`config.mk`:
```
export PLATFORM = sky130hd
export DESIGN_NAME = seg7_display_mux_flat
export DESIGN_NICKNAME = d
export VERILOG_FILES = /design/src/rtl/seg7_pkg.sv /design/src/rtl/seg7_display_mux_if.sv /design/src/rtl/hex_to_seg7.sv /design/src/rtl/seg7_display_mux.sv /design/src/flat_wrapper.sv
export SDC_FILE = /design/constraint.sdc
export NUM_CORES = 1
export LEC_CHECK = 0
export CAP_MARGIN = 20
export CORE_MARGIN = 5
export CORE_UTILIZATION = 50
export DETAILED_ROUTE_END_ITERATION = 8
export PLACE_DENSITY = 0.75
export SYNTH_ARGS = -nofsm -noshare
export SYNTH_HDL_FRONTEND = slang
export SYNTH_SLANG_ARGS = --single-unit
```
`constraint.sdc`:
```
create_clock -name clk -period 3.07 [get_ports clk]
set_clock_uncertainty 0.1 [all_clocks]
set_input_delay 0.307 -clock clk [delete_from_list [all_inputs] [get_ports clk]]
set_output_delay 0.307 -clock clk [all_outputs]
set_load 0.005 [all_outputs]
```
`src/rtl/seg7_pkg.sv`:
```
// Shared constants and types for the multiplexed seven-segment display driver.
// All segment patterns are active low and ordered {g,f,e,d,c,b,a}.
package seg7_pkg;

  // Pattern with every segment dark.
  localparam logic [6:0] SEG_BLANK = 7'b1111111;
  // Only the middle bar (g) lit, shown instead of hex when the stack is empty.
  localparam logic [6:0] SEG_DASH  = 7'b0111111;
  // All anodes released (common-anode, active-low drive).
  localparam logic [3:0] AN_OFF    = 4'b1111;

  // Hex font 0..F; lower-case b and d keep them distinct from 8 and 0.
  localparam logic [6:0] HEX_SEG_TABLE [16] = '{
    7'b1000000,  // 0
    7'b1111001,  // 1
    7'b0100100,  // 2
    7'b0110000,  // 3
    7'b0011001,  // 4
    7'b0010010,  // 5
    7'b0000010,  // 6
    7'b1111000,  // 7
    7'b0000000,  // 8
    7'b0010000,  // 9
    7'b0001000,  // A
    7'b0000011,  // b
    7'b1000110,  // C
    7'b0100001,  // d
    7'b0000110,  // E
    7'b0001110   // F
  };

  // Each digit slot starts dark (dead time against ghosting), then lights.
  typedef enum logic {
    PH_BLANK = 1'b0,
    PH_ON    = 1'b1
  } phase_e;

  // Active-low anode pattern selecting exactly one digit.
  function automatic logic [3:0] an_for_idx(input logic [1:0] idx);
    return ~(4'b0001 << idx);
  endfunction

endpackage

```
`src/rtl/seg7_display_mux_if.sv`:
```
// Display-side bundle: the calculator's display registers going in and the
// multiplexed anode/segment drive coming out.
interface seg7_display_mux_if;

  logic [7:0] value;  // data value, shown on digits 1..0
  logic [6:0] addr;   // display address, shown on digits 3..2
  logic       empty;  // stack-empty flag, dashes out the value digits
  logic [3:0] an;     // digit anodes, active low, an[0] rightmost
  logic [6:0] seg;    // segments {g,f,e,d,c,b,a}, active low
  logic       dp;     // decimal point, active low

  // Producer of the display data (calculator side, or a bench).
  modport master (
    output value, addr, empty,
    input  an, seg, dp
  );

  // The display driver itself.
  modport slave (
    input  value, addr, empty,
    output an, seg, dp
  );

endinterface

```
`src/rtl/hex_to_seg7.sv`:
```
// Combinational hex nibble to active-low seven-segment pattern.
module hex_to_seg7
  import seg7_pkg::*;
(
  input  logic [3:0] hex,
  output logic [6:0] seg_n
);

  // Straight table lookup; the font lives in the package so it is shared.
  assign seg_n = HEX_SEG_TABLE[hex];

endmodule

```
`src/rtl/seg7_display_mux.sv`:
```
// Four-digit multiplexed seven-segment driver for the stack calculator's
// display registers. Each digit owns a slot of REFRESH_DIV cycles whose first
// DEAD_CYCLES cycles are dark. Inputs are captured once per frame (at the
// start of digit 0's slot) so all four digits show one coherent sample.
// Requires REFRESH_DIV > DEAD_CYCLES >= 1.
module seg7_display_mux
  import seg7_pkg::*;
#(
  parameter int REFRESH_DIV = 100000,
  parameter int DEAD_CYCLES = 1000
) (
  input  logic               clk,
  input  logic               rst,
  seg7_display_mux_if.slave  bus
);

  localparam int CNT_W = (REFRESH_DIV > 1) ? $clog2(REFRESH_DIV) : 1;
  localparam logic [CNT_W-1:0] CNT_LAST   = CNT_W'(REFRESH_DIV - 1);
  localparam logic [CNT_W-1:0] DEAD_START = CNT_W'(DEAD_CYCLES);

  // Slot counter and digit index.
  logic [CNT_W-1:0] cnt_q, cnt_d;
  logic [1:0]       idx_q, idx_d;

  // Per-frame snapshot of the inputs.
  logic [7:0] value_q, value_d;
  logic [6:0] addr_q,  addr_d;
  logic       empty_q, empty_d;

  // Registered display drive.
  logic [3:0] an_q,  an_d;
  logic [6:0] seg_q, seg_d;
  logic       dp_q,  dp_d;

  logic       snap;
  phase_e     phase_d;
  logic [15:0] disp_word_d;
  logic [3:0]  digit_d [4];
  logic [3:0]  nib_d;
  logic [6:0]  hex_seg_d;

  // Advance the slot counter; wrap is explicit so no overflow can occur.
  always_comb begin
    cnt_d = cnt_q;
    idx_d = idx_q;
    if (cnt_q == CNT_LAST) begin
      cnt_d = '0;
      idx_d = idx_q + 2'd1;
    end else begin
      cnt_d = cnt_q + 1'b1;
    end
  end

  // Capture inputs at the first cycle of each frame; hold them otherwise.
  always_comb begin
    snap    = (cnt_q == '0) && (idx_q == 2'd0);
    value_d = value_q;
    addr_d  = addr_q;
    empty_d = empty_q;
    if (snap) begin
      value_d = bus.value;
      addr_d  = bus.addr;
      empty_d = bus.empty;
    end
  end

  // The four displayed nibbles, lowest digit in the lowest bits.
  assign disp_word_d = {1'b0, addr_d, value_d};

  generate
    for (genvar gi = 0; gi < 4; gi++) begin : g_digit
      assign digit_d[gi] = disp_word_d[4*gi +: 4];
    end
  endgenerate

  assign nib_d = digit_d[idx_d];

  hex_to_seg7 u_hex_to_seg7 (
    .hex   (nib_d),
    .seg_n (hex_seg_d)
  );

  // Output pattern for the cycle being entered, so the output flops never
  // lag the counter state they belong to.
  always_comb begin
    phase_d = (cnt_d < DEAD_START) ? PH_BLANK : PH_ON;
    an_d    = AN_OFF;
    seg_d   = SEG_BLANK;
    dp_d    = 1'b1;
    if (phase_d == PH_ON) begin
      an_d = an_for_idx(idx_d);
      if (empty_d && (idx_d < 2'd2)) begin
        seg_d = SEG_DASH;
      end else begin
        seg_d = hex_seg_d;
      end
      // Point on digit 2 separates the address from the value.
      dp_d = (idx_d != 2'd2);
    end
  end

  // State and output registers; reset aborts any scan in progress.
  always_ff @(posedge clk) begin
    if (rst) begin
      cnt_q   <= '0;
      idx_q   <= 2'd0;
      value_q <= 8'd0;
      addr_q  <= 7'd0;
      empty_q <= 1'b0;
      an_q    <= AN_OFF;
      seg_q   <= SEG_BLANK;
      dp_q    <= 1'b1;
    end else begin
      cnt_q   <= cnt_d;
      idx_q   <= idx_d;
      value_q <= value_d;
      addr_q  <= addr_d;
      empty_q <= empty_d;
      an_q    <= an_d;
      seg_q   <= seg_d;
      dp_q    <= dp_d;
    end
  end

  assign bus.an  = an_q;
  assign bus.seg = seg_q;
  assign bus.dp  = dp_q;

endmodule

```
`src/flat_wrapper.sv`:
```
// flat-port wrapper written by rule: the top's interface ports become plain ports
module seg7_display_mux_flat import seg7_pkg::*;
#(
  parameter int REFRESH_DIV = 100000,
  parameter int DEAD_CYCLES = 1000
)
  (clk, rst, bus_value, bus_addr, bus_empty, bus_an, bus_seg, bus_dp);
  seg7_display_mux_if bus_i ();
  input  logic clk;
  input  logic rst;
  input wire logic [$bits(bus_i.value)-1:0] bus_value;
  input wire logic [$bits(bus_i.addr)-1:0] bus_addr;
  input wire logic [$bits(bus_i.empty)-1:0] bus_empty;
  output wire logic [$bits(bus_i.an)-1:0] bus_an;
  output wire logic [$bits(bus_i.seg)-1:0] bus_seg;
  output wire logic [$bits(bus_i.dp)-1:0] bus_dp;
  assign bus_i.value = bus_value;
  assign bus_i.addr = bus_addr;
  assign bus_i.empty = bus_empty;
  assign bus_an = bus_i.an;
  assign bus_seg = bus_i.seg;
  assign bus_dp = bus_i.dp;
  seg7_display_mux #(.REFRESH_DIV(REFRESH_DIV), .DEAD_CYCLES(DEAD_CYCLES)) u_core (.clk(clk), .rst(rst), .bus(bus_i));
endmodule
```
## Yosys cells after proc, flatten, opt, wreduce, memory -nomap -nowiden

Memories as Yosys holds them, arrays and structs flattened.
Index checks and enable logic that the tools add are counted.

- Register bits: 47
- Latch bits: 0
- Bits in writable memories: 0
- Memory bits (read-only): 112
- Bits of input ports: 18
- Output and inout bits: 12
- Word-level logic and storage cells: 39
- Memories kept: 1

- Add/subtract/negate cells: 2
- Multiply operators: 0
- Divide/modulo/power cells: 0
- Magnitude comparators: 4
- Eq/ne operators: 2
- Shift-type cells: 1
- Muxes and demuxes: 11
- Bitwise gates (word level): 3
- Reduce and logical (&&, ||, !) cells: 6

Memory list:

| name | words | width | rd ports | clocked after memory_dff | wr ports | RTL line | source |
|---|---|---|---|---|---|---|---|
| (no name shown) | 16 | 7 | 1 | 0 | 0 | hex_to_seg7.sv:10 | `assign seg_n = HEX_SEG_TABLE[hex];` |

Operators by type and width:

| kind | number |
|---|---|
| $mux 7 | 4 |
| $add 17x1->17 const B | 1 |
| $eq 17x17->1 const B | 1 |
| $logic_not 17->1 | 1 |
| $lt 17x10->1 const B | 1 |
| $mux 17 | 1 |
| $bmux 4 s2 | 1 |
| $mux 4 | 2 |
| $mux 8 | 1 |
| $ge 5x5->1 const B | 1 |
| $not 4->5 | 1 |
| $not 4->4 | 1 |
| $shl 1x2->4 const A | 1 |
| $ge 3x3->1 const B | 1 |
| $not 2->3 | 1 |
| $reduce_or 3->1 | 1 |
| $add 2x1->2 const B | 1 |
| $logic_and 1x1->1 | 2 |
| $logic_not 2->1 | 1 |
| $lt 2x2->1 const B | 1 |
| $mux 2 | 1 |
| $ne 2x2->1 const B | 1 |
| $reduce_or 2->1 | 1 |
| $mux 1 | 1 |

## Longest topological paths before layout

Gate-level depths: netlist of run 1.

- Depth in word-level cells: 11
- Depth in mapped cells: 15
- Depth with buffers taken out: 13

## Cells and area by module

A second synthesis of run 1 with hierarchy kept.

- Cells, all modules: 290
- Area, all modules: 2461.1 um^2

By module, submodules not included:

| module | times used | cells each | area an instance (um^2) | seq. area each (um^2) |
|---|---|---|---|---|
| seg7_display_mux | 1 | 255 | 2213.4 | 920.9 |
| hex_to_seg7 | 1 | 35 | 247.7 | 0.0 |

## Worst setup path before layout of run 1

OpenSTA, ideal clock, no wires.

- Path type: reg-to-reg
- From: reg u_core.cnt_q[12]
- To: reg u_core.seg_q[0] (netlist: u_core.bus.seg[0])
- Setup time: 0.131 ns
- Arrival time: 2.699 ns
- Required time: 2.839 ns
- Path slack: 0.140 ns
- Cell stages (with the launch flop): 15
- Buffers on the path: 3
- Period minus slack after synthesis: 2.930 ns
- Cells stage by stage: dfxtp_1 -> buf_4 -> nor4_4 -> and2_4 -> and2_4 -> buf_12 -> buf_6 -> mux2i_1 -> mux2i_1 -> mux2i_1 -> inv_1 -> ha_1 -> nor2_1 -> a22o_1 -> o31ai_1

- Longest elaborated chain between the ends: 10

Ends and longest elaborated chain:

| item | RTL line | source |
|---|---|---|
| start, declared | seg7_display_mux.sv:22 | `logic [CNT_W-1:0] cnt_q, cnt_d;` |
| start signal, assigned | seg7_display_mux.sv:114 | `cnt_q <= cnt_d;` |
| parallel branches: the longest is 10 deep, another holds $add 17x1->17 | n/a |  |
| end signal, assigned | seg7_display_mux.sv:120 | `seg_q <= seg_d;` |
| end, declared | seg7_display_mux.sv:32 | `logic [6:0] seg_q, seg_d;` |

Several ways; the timed one is not identified. The select of a mux whose other input is x is not followed.
A chain may end at the register's enable or synchronous reset.

## Worst setup path in the final report of run 1

- From: reg u_core.cnt_q[13]
- To: reg u_core.seg_q[0] (netlist: u_core.bus.seg[0])

The elaborated chain is that of the path after synthesis.

==> results of run 1 <==
what timing repair did:
item	CTS	global route
pin swaps	0	2
setup buffers	0	8
endpoints found under the setup margin	1	5
gates resized for setup	1	7
hold endpoints to repair	0	0
routing by layer:
metal	up-vias	GRT usage (%)	part of all wire (%)
met5	-	0	0
met1	975	23.8	48
met4	0	5.24	1.3
met2	53	26.5	46
met3	8	3.22	4.8
li1	1053	-	-
cells by family (layout without fill, tap and decap cells):
group,after synthesis,count (layout)
buf+inv,28,70
simple gates,103,103
compound gates,41,41
flops,46,46
xor+xnor,19,19
fa+ha+maj,10,10
mux,28,28
worst min-delay path by stage:
stage                     cells past startpoint                         end                       start
after floorplan                               1  u_core.cnt_q[4]$_SDFF_PP0_                         rst
after global placement                        1  u_core.cnt_q[0]$_SDFF_PP0_  u_core.cnt_q[0]$_SDFF_PP0_
after detailed placement                      1  u_core.cnt_q[0]$_SDFF_PP0_  u_core.cnt_q[0]$_SDFF_PP0_
after CTS                                     1  u_core.cnt_q[0]$_SDFF_PP0_  u_core.cnt_q[0]$_SDFF_PP0_
after global routing                          1  u_core.cnt_q[0]$_SDFF_PP0_  u_core.cnt_q[0]$_SDFF_PP0_
final                                         1  u_core.cnt_q[0]$_SDFF_PP0_  u_core.cnt_q[0]$_SDFF_PP0_
power by group through the flow:
stage,Combinational [uW],Sequential [uW],Clock [uW]
2_1_floorplan,189,640,0
6_report,259,629,371
3_3_place_gp,234,642,0
4_1_cts,238,629,381
3_5_place_dp,237,643,0
5_1_grt,285,632,413
flip-flops by register name (all words and copies together), names as in the netlist:
signal	flops
u_core.bus.an	3
u_core.bus.seg	7
u_core.bus.dp	1
u_core.empty_q	1
u_core.addr_q	7
u_core.value_q	8
u_core.cnt_q	17
u_core.idx_q	2
cell type report:
cell class                 instances  area, um2
tap                               70       87.6
timing repair buffer              50        448
multi-input combinational        201       1500
clock inverter                     3       21.3
fill                             436       1950
inverter                          12       45.0
sequential                        46        922
clock buffer                       5       68.8
synthesized netlist by cell type, types with 7 or more instances:
master	number	share of area [%]
dfxtp_1	46	36
nor2_1	41	6.0
mux2i_1	25	9.8
xnor2_1	13	4.5
inv_1	12	1.8
ha_1	10	4.9
nand3_1	10	2.0
nand2_1	9	1.3
a21oi_1	8	1.6
nand4_1	7	1.7
worst max-delay path: cells and delay by family, from the launching register on:
kind	cells	cell delay, ps
adders and majority gates	1	230
DFF	1	420
muxes	2	410
and+or+nand+nor	4	910
buffers and inverters	1	110
AOI/OAI and AO/OA	3	630
stage by stage:
stage	worst slack (ps)	area, um2	hold WS (ps)	utilization [%]
floorplan	140	2550	279	-
CTS	41.1	3000	390	59.6
global placement	97.7	2910	352	57.7
finish	166	3090	354	61.3
detailed placement	-18.0	2910	362	57.7
global route	-4.64	3090	370	61.3
==> impl_metrics.env, run 1 <==
export IMPL_run_status="finished clean"
export IMPL_synthArstFlopShare_pct=0
export IMPL_wl_per_cell_um=13.9
export IMPL_cap_violations=0
export IMPL_synthSimpleGateAreaFrac_pct=22.0
export IMPL_die_w_um=81.4
export IMPL_combPwrFrac_pct=20.6
export IMPL_mappedNetlistArea_um2=2550
export IMPL_synth_compound_area_share_pct=12.8
export IMPL_synth_cell_types=59
export IMPL_synth_fa_ha_area_share_pct=4.91
export IMPL_ff2ff_path_depth=11
export IMPL_n_antenna_cell=0
export IMPL_p_seq_share_pct=50.0
export IMPL_nNetsFinal=344
export IMPL_avgSynthCellArea_um2=9.26
export IMPL_postSynthCellCount=275
export IMPL_finalPower_uw=1260
export IMPL_crit_slowest_cell="dfxtp_1"
export IMPL_drt_iter0_drc=205
export IMPL_cp_endpoint="u_core.bus.seg[0]$_SDFF_PP1_"
export IMPL_power_frac_clock_pct=29.4
export IMPL_period_share_pct=94.6
export IMPL_start_kind="register"
export IMPL_r2r_start="u_core.cnt_q[13]$_SDFF_PP0_"
export IMPL_cts_root_buf="clkbuf_8"
export IMPL_slew_headroom_pct=67.3
export IMPL_die_area_um2=6620
export IMPL_grt_overflow=0
export IMPL_postRouteAntennaNets=0
export IMPL_gp_congestion=0.880
export IMPL_antenna_found_initial=0
export IMPL_power_density_nw_per_um2=407
export IMPL_vdd_drop_max_mv=0.274
export IMPL_numPortBuffers=29
export IMPL_yosysWarnings=0
export IMPL_p_int_uw=907
export IMPL_cts_num_sinks=46
export IMPL_mostFrequentLayoutCell="dfxtp_1"
export IMPL_finalWirelength_um=5380
export IMPL_grt_pass1_vias=1904
export IMPL_cp_end_kind="register"
export IMPL_core_um2=5040
export IMPL_holdBufCountCts=0
export IMPL_vias=2089
export IMPL_total_leakage_power_uw=0.00123
export IMPL_final_min_clock_period_ps=2900
export IMPL_layoutNonFillerInstCount=387
export IMPL_crit_type="reg2reg"
export IMPL_synth_xor_area_share_pct=6.54
export IMPL_drtPass1Iterations=4
export IMPL_drive_gt1_share_pct=17.0
export IMPL_crit_arrival_ps=3010
export IMPL_hold_viol_final=0
export IMPL_synth_top_family_by_area="simple AND/OR/NAND/NOR gates"
export IMPL_tns_ps=0
export IMPL_p_sw_uw=353
export IMPL_startpoint="u_core.cnt_q[13]$_SDFF_PP0_"
export IMPL_r2r_end="u_core.bus.seg[0]$_SDFF_PP1_"
export IMPL_slowest_delay_ps=420
export IMPL_finalMaxSlewViolations=0
export IMPL_dp_cells=371
export IMPL_rrSetupSlack_ps=170
export IMPL_synth_ff_type="dfxtp_1"
export IMPL_synthToLayoutAreaGrowth_pct=21.4
export IMPL_setup_viol=0
export IMPL_grt_total_usage_pct=17.1
export IMPL_cp_max_fo=8
export IMPL_dp_hpwl_um=3820
export IMPL_required_ps=3180
export IMPL_ys_ff_latch=46
export IMPL_max_freq_mhz=344
export IMPL_ios=30
export IMPL_die_h_um=81.4
export IMPL_clock_latency_ps=300
export IMPL_final_cell_mix="45 x dfxtp_1, 41 x nor2_1, 29 x clkdlybuf4s50_1"
export IMPL_synth_edf_count=0
export IMPL_cts_tree="done"
export IMPL_switching_share_pct=28.0
export IMPL_via_per_inst=5.40
export IMPL_grt_max_degree=23
export IMPL_seq_area_frac_synth_pct=36.2
export IMPL_synthMuxAreaShare_pct=11.3
export IMPL_drc=0
export IMPL_row_count=26
export IMPL_cts_made_buffers=5
export IMPL_start_util_pct=50.5
export IMPL_path_cells="nor4_4 > and2_4 > a31oi_1 > nor2_4 > mux2i_2 > mux2i_1 > inv_1 > ha_2 > nor2_1 > a22o_1 > o31ai_1"
export IMPL_grt_pass1_wl_um=8930
export IMPL_worst_slew_pin_transition_ps=491
export IMPL_holdCritPathClass="reg2reg"
export IMPL_htree_num_levels=2
export IMPL_cts_reportedPaths_clkPinSlew_ps=90
export IMPL_synth_net_count=303
export IMPL_cts_buffer_depth=2
No activity file was read; power rests on OpenSTA's default activity.
==> run 2, diff against run 1 <==
- CAP_MARGIN: 20 -> not set
==> results of run 2 <==
Same layout as run 1: the final DEF is identical, and so are final timing and power.
==> run 3, diff against run 2 <==
- HOLD_SLACK_MARGIN: not set -> 0.05
==> results of run 3 <==
Same layout as run 1: the final DEF is identical, and so are final timing and power.
